## config.mk

```make
export PLATFORM = sky130hd
export DESIGN_NAME = gate_truth_table_sequencer
export DESIGN_NICKNAME = d
export VERILOG_FILES = /design/src/rtl/gate_truth_table_sequencer.sv
export SDC_FILE = /design/constraint.sdc
export NUM_CORES = 1
export LEC_CHECK = 0
export ABC_AREA = 0
export CORE_UTILIZATION = 35
export DETAILED_ROUTE_END_ITERATION = 10
export GPL_TIMING_DRIVEN = 0
export PLACE_DENSITY = 0.65
export SYNTH_ARGS = -nofsm -noshare
export SYNTH_HDL_FRONTEND = slang
export SYNTH_SLANG_ARGS = --single-unit
export TNS_END_PERCENT = 1
```

## constraint.sdc

```tcl
create_clock -name I_P_CLK -period 2.5 [get_ports I_P_CLK]
set_clock_uncertainty 0.2 [all_clocks]
set_input_delay 0.25 -clock I_P_CLK [delete_from_list [all_inputs] [get_ports I_P_CLK]]
set_output_delay 0.25 -clock I_P_CLK [all_outputs]
set_load 0.005 [all_outputs]
```

## src/rtl/gate_truth_table_sequencer.sv

```systemverilog
// Truth-table sequencer for the logic-gate demo board.
// Walks {A,B} through 00,01,10,11 on a debounced button (manual) or a fixed
// tick (auto), shows the selected gate function of A,B and flags a full table.
module gate_truth_table_sequencer #(
  parameter int STEP_CYCLES     = 50_000_000,
  parameter int DEBOUNCE_CYCLES = 1_000_000
) (
  input  logic       I_P_CLK,
  input  logic       I_P_RST_N,
  input  logic       I_P_BTN_STEP,
  input  logic       I_P_AUTO,
  input  logic [2:0] I_P_GATE_SEL,
  output logic       O_P_LED_A,
  output logic       O_P_LED_B,
  output logic       O_P_LED_GATE,
  output logic [2:0] O_P_LED_SEL,
  output logic       O_P_LED_DONE
);

  localparam int TICK_W = $clog2(STEP_CYCLES);
  localparam int DB_W   = $clog2(DEBOUNCE_CYCLES + 1);
  localparam logic [TICK_W-1:0] TICK_LAST = TICK_W'(STEP_CYCLES - 1);
  localparam logic [DB_W-1:0]   DB_FULL   = DB_W'(DEBOUNCE_CYCLES);

  // {btn, auto, sel[2:0]} through two flops each
  logic [4:0] sync1, sync2;
  logic       btn_s, auto_s;
  logic [2:0] sel_s;

  logic [DB_W-1:0]   db_cnt;
  logic              db_lvl, db_lvl_q, step;

  logic [1:0]        row, row_nx;
  logic [TICK_W-1:0] tick, tick_nx;
  logic [2:0]        sel_q, sel_nx;
  logic              auto_q;
  logic              done, done_nx;
  logic              gate, gate_nx;
  logic              adv;

  assign btn_s  = sync2[4];
  assign auto_s = sync2[3];
  assign sel_s  = sync2[2:0];

  // Two-stage synchronizers for all raw board inputs
  always_ff @(posedge I_P_CLK or negedge I_P_RST_N) begin
    if (!I_P_RST_N) begin
      sync1 <= '0;
      sync2 <= '0;
    end else begin
      sync1 <= {I_P_BTN_STEP, I_P_AUTO, I_P_GATE_SEL};
      sync2 <= sync1;
    end
  end

  // Debounce: level rises only after the button is stable high for the full
  // count; any low sample restarts it, so a held button yields one edge.
  always_ff @(posedge I_P_CLK or negedge I_P_RST_N) begin
    if (!I_P_RST_N) begin
      db_cnt   <= '0;
      db_lvl   <= 1'b0;
      db_lvl_q <= 1'b0;
    end else begin
      db_lvl_q <= db_lvl;
      if (!btn_s) begin
        db_cnt <= '0;
        db_lvl <= 1'b0;
      end else if (db_cnt == DB_FULL) begin
        db_lvl <= 1'b1;
      end else begin
        db_cnt <= db_cnt + DB_W'(1);
      end
    end
  end

  assign step = db_lvl & ~db_lvl_q;

  // Next row/tick/done/sel; a select change overrides any advance this cycle.
  // Gate is computed from the next row and sel so all LEDs move together.
  always_comb begin
    row_nx  = row;
    tick_nx = tick;
    done_nx = done;
    sel_nx  = sel_q;
    adv     = 1'b0;
    gate_nx = 1'b0;

    if (auto_s != auto_q) begin
      tick_nx = '0;
    end else if (auto_s) begin
      if (tick == TICK_LAST) begin
        tick_nx = '0;
        adv     = 1'b1;
      end else begin
        tick_nx = tick + TICK_W'(1);
      end
    end else begin
      tick_nx = '0;
      adv     = step;
    end

    if (adv) begin
      row_nx = row + 2'd1;
      if (row == 2'b11) done_nx = 1'b1;
    end

    if (sel_s != sel_q) begin
      sel_nx  = sel_s;
      row_nx  = 2'b00;
      tick_nx = '0;
      done_nx = 1'b0;
    end

    case (sel_nx)
      3'b000:  gate_nx =   row_nx[1] & row_nx[0];
      3'b001:  gate_nx =   row_nx[1] | row_nx[0];
      3'b010:  gate_nx =   row_nx[1] ^ row_nx[0];
      3'b011:  gate_nx = ~(row_nx[1] ^ row_nx[0]);
      3'b100:  gate_nx = ~(row_nx[1] & row_nx[0]);
      3'b101:  gate_nx = ~(row_nx[1] | row_nx[0]);
      3'b110:  gate_nx =  ~row_nx[1];
      default: gate_nx =   row_nx[1];
    endcase
  end

  // Sequencer state and registered outputs
  always_ff @(posedge I_P_CLK or negedge I_P_RST_N) begin
    if (!I_P_RST_N) begin
      row    <= 2'b00;
      tick   <= '0;
      sel_q  <= 3'b000;
      auto_q <= 1'b0;
      done   <= 1'b0;
      gate   <= 1'b0;
    end else begin
      row    <= row_nx;
      tick   <= tick_nx;
      sel_q  <= sel_nx;
      auto_q <= auto_s;
      done   <= done_nx;
      gate   <= gate_nx;
    end
  end

  assign O_P_LED_A    = row[1];
  assign O_P_LED_B    = row[0];
  assign O_P_LED_GATE = gate;
  assign O_P_LED_SEL  = sel_q;
  assign O_P_LED_DONE = done;

endmodule

```

==> metrics.md <==
| Metric | Value |
|---|---|
| Outcome | `finished with violations` |
| Failing checks | `negative setup slack` |
| Die width | `around 95 um` |
| Dominant cell type by area after synthesis | `dfrtp_1` |
| CTS tree | `built` |
| Most frequent cells in the layout | `66 x dfrtp_1, 26 x nor2_1, 21 x xnor2_1` |
| Clock Power Share | `a little over two fifths` |
| Largest net degree at the start of global routing | `between 60 and 70` |
| Dpl ws | `-0.345 ns` |
| FP Rows | `33` |
| Sequential Power Share | `around 53%` |
| Initial drt markers | `57` |
| Post-route cell area | `3600 um2` |
| Fill cell count | `approximately 800` |
| FF/Latch Area | `around 1700 um2` |
| FMAX | `about 360 MHz` |
| Share of cells above drive strength 1 | `between 10% and 20%` |
| Post-DP HPWL | `3460 um` |
| Tmin final | `2.74 ns` |
| Final Hold Viols | `0` |
| Switching share of total power | `~20%` |
| Worst skew pair latency | `approximately 0.33 ns` |
| Num CTS Buffers | `9` |
| EDFF count, synth | `0` |
| Endpoint type of the worst setup path | `flop` |
| Routed WL | `5290 um` |
| Die height | `roughly 95 um` |
| RSZ-0062 raised after global routing | `yes` |
| DRT Pass-1 Iters | `4` |
| Commonest register cell after synthesis | `dfrtp_1` |
| DR vias | `between 2000 and 2500` |
| Critical path class | `reg -> reg` |
| Area occupied by multi-input gates | `1390 um2` |
| Core area | `~8300 um2` |
| Seq/Total Area, Yosys | `about 54%` |
| Cells after synthesis | `about 280` |
| Final ANT Viol Nets | `0` |
| Post-synth ARST share | `100%` |
| Power density cells | `578 nW/um2` |
| Antenna cells | `0` |
| Initial Util | `a little over a third` |
| # IOs | `14` |
| Synthesized cell area | `roughly 3100 um2` |
| Setup ws final | `-0.242 ns` |
| Register bit total from synthesis | `66` |
| Sw power | `~430 uW` |
| Synth Warn # | `0` |
| Hold WS | `about 0.15 ns` |
| Area Growth Syn to Fin | `17.7%` |
| Final Net Count | `326` |
| Avg Cell Area, Syn | `around 11 um2` |
| Final core occ | `around 43%` |
| Clk buf depth | `2` |
| Share of the synthesized area in the top cell type | `54.0%` |
| Via density | `approximately 4.9` |
| CTS clk-pin slew, worst paths | `around 0.070 ns` |
| All-layer global routing usage | `between 10% and 20%` |
| Overall Power | `~2.1 mW` |
| DR WL/cell | `~13 um` |
| Placed cell areas | `around 3300 um2` |
| Final Cycle Share | `110%` |
| Initial antenna violation count | `0` |
| Residual DRC | `0` |
| Total clock sinks | `66` |
| IO buf count | `13` |
| Slew headroom | `between 40% and 50%` |
| Combinational share of power | `around 3.8%` |
| CP Data Arrival Time | `about 2.8 ns` |
| Gpl congestion | `roughly 0.76` |
| Max Cap Viol | `0` |
| Fin. max-slew vios | `0` |
| Root buffer cell | `clkbuf_8` |
| P_leak | `~1.5 nW` |
| H-tree lvl count | `3` |
| Crit path required time | `2.55 ns` |
| CP Max Fanout | `4` |
| Top cells by area in the synthesized netlist | `dfrtp_1 54%, xnor2_1 6.0%, xor2_1 5.4%` |
| Most common cell after layout, fill and taps aside | `dfrtp_1` |
| Number of global-route vias before repair | `~2000` |
| Unique masters post-synth | `36` |
| Die area | `just over 9000 um2` |
| Final setup fails | `1` |
| Syn Nets | `slightly below 300` |
| First-pass GRT wire length | `9170 um` |
| Startpoint Class | `flop` |
| Least-Margin Pin Slew | `~0.82 ns` |
| Cell-internal power | `roughly 1.7 mW` |
| GR Overflow Total | `0` |
| Worst Hold Class | `reg -> reg` |
| Worst IR drop on VDD | `around 0.00027 V` |
==> state kept, by name, summed over array words and instances, names as in the netlist <==
| name | cells |
|---|---|
| db_lvl | 1 |
| O_P_LED_DONE | 1 |
| sync1 | 5 |
| db_lvl_q | 1 |
| auto_q | 1 |
| row | 2 |
| O_P_LED_GATE | 1 |
| O_P_LED_SEL | 3 |
| tick | 26 |
| sync2 | 5 |
| db_cnt | 20 |
==> cells in the mapped netlist, drive strengths merged (3+ instances only) <==
library cell / instances
dfrtp: 66
nor4: 3
and2: 15
or3: 7
a21oi: 4
nor3: 4
nand3: 14
xor2: 19
nand2: 20
mux2i: 3
inv: 6
and3: 8
nor2: 26
o21ai: 9
xnor2: 21
nor4b: 3
and4: 7
nor2b: 7
a21boi: 4
clkbuf: 6
nand4: 12
ha: 6
==> metrics by stage <==
stage	setup TNS (ns)	cells
2_1_floorplan	-0.151	284
3_3_place_gp	-78.50	402
3_5_place_dp	-0.345	402
4_1_cts	-0.297	421
5_1_grt	-0.372	422
6_report	-0.242	422
==> power groups by stage <==
stage,registers (mW),logic (mW),clock network (mW)
3_3_place_gp,1.12,0.0781,0
5_1_grt,1.10,0.0927,0.982
3_5_place_dp,1.12,0.0788,0
2_1_floorplan,1.12,0.0324,0
6_report,1.10,0.0798,0.900
4_1_cts,1.10,0.0811,0.940
==> kinds of logic (layout without fill, tap and decap cells) <==
kind of cell / count (synthesis) / after routing / share of synthesized area, %
and+or+nand+nor: 133 / 133 / 24.4
DFF: 66 / 66 / 54.0
xor gates and xnor gates: 40 / 40 / 11.5
AOI/OAI and AO/OA: 22 / 22 / 4.91
buffers and inverters: 14 / 47 / 1.80
adders and majority gates: 6 / 6 / 2.45
muxes: 3 / 3 / 0.982
==> layout make-up <==
cell class | instances | share of cell area (%)
clock buffer | 13 | 4.69
buffer | 8 | 0.904
clock inverter | 2 | 0.973
inverter | 6 | 0.626
multi-input combinational | 204 | 38.6
sequential | 66 | 45.9
tap | 105 | 3.65
timing repair buffer | 18 | 4.66
==> worst paths after layout <==
path,start,end,slack [ns],cells past startpoint
max reg2reg,tick[1],O_P_LED_GATE,-0.24,12
max in group asynchronous,I_P_RST_N,tick[22],1.21,2
min reg2reg,sync1[2],sync2[2],0.15,0
max,tick[1],O_P_LED_GATE,-0.24,12
min in group asynchronous,I_P_RST_N,db_cnt[13],0.35,2
min,sync1[2],sync2[2],0.15,0
==> critical path: stages (launching register included) <==
cell	delay (ns)
dfrtp_1	0.40
ha_4	0.17
nand3_2	0.08
or4_4	0.56
o21ai_4	0.19
mux2i_1	0.20
nand2b_4	0.15
inv_2	0.05
ha_4	0.15
o21ai_2	0.12
xnor2_1	0.13
o2bb2ai_1	0.09
a211oi_1	0.16
==> metal layers <==
layer / routed length [um] / part of all wire (%) / vias up / global-route usage (%)
met5: 0 / 0 / - / 0
met4: 31 / 0.59 / 0 / 3.98
met3: 187 / 3.5 / 4 / 5.26
met2: 2560 / 48 / 24 / 21.5
met1: 2510 / 47 / 998 / 16.1
li1: - / - / 1035 / -
==> repair_timing <==
item | in CTS | in global routing
setup endpoints to repair | 1 | 1
hold buffers | 1 | 0
pin swaps | 2 | 2
buffers inserted | 3 | 1
gates cloned | 0 | 0
hold endpoints to repair | 66 | 0
gates resized for setup | 1 | 6
(Power assumes the default switching activity.)
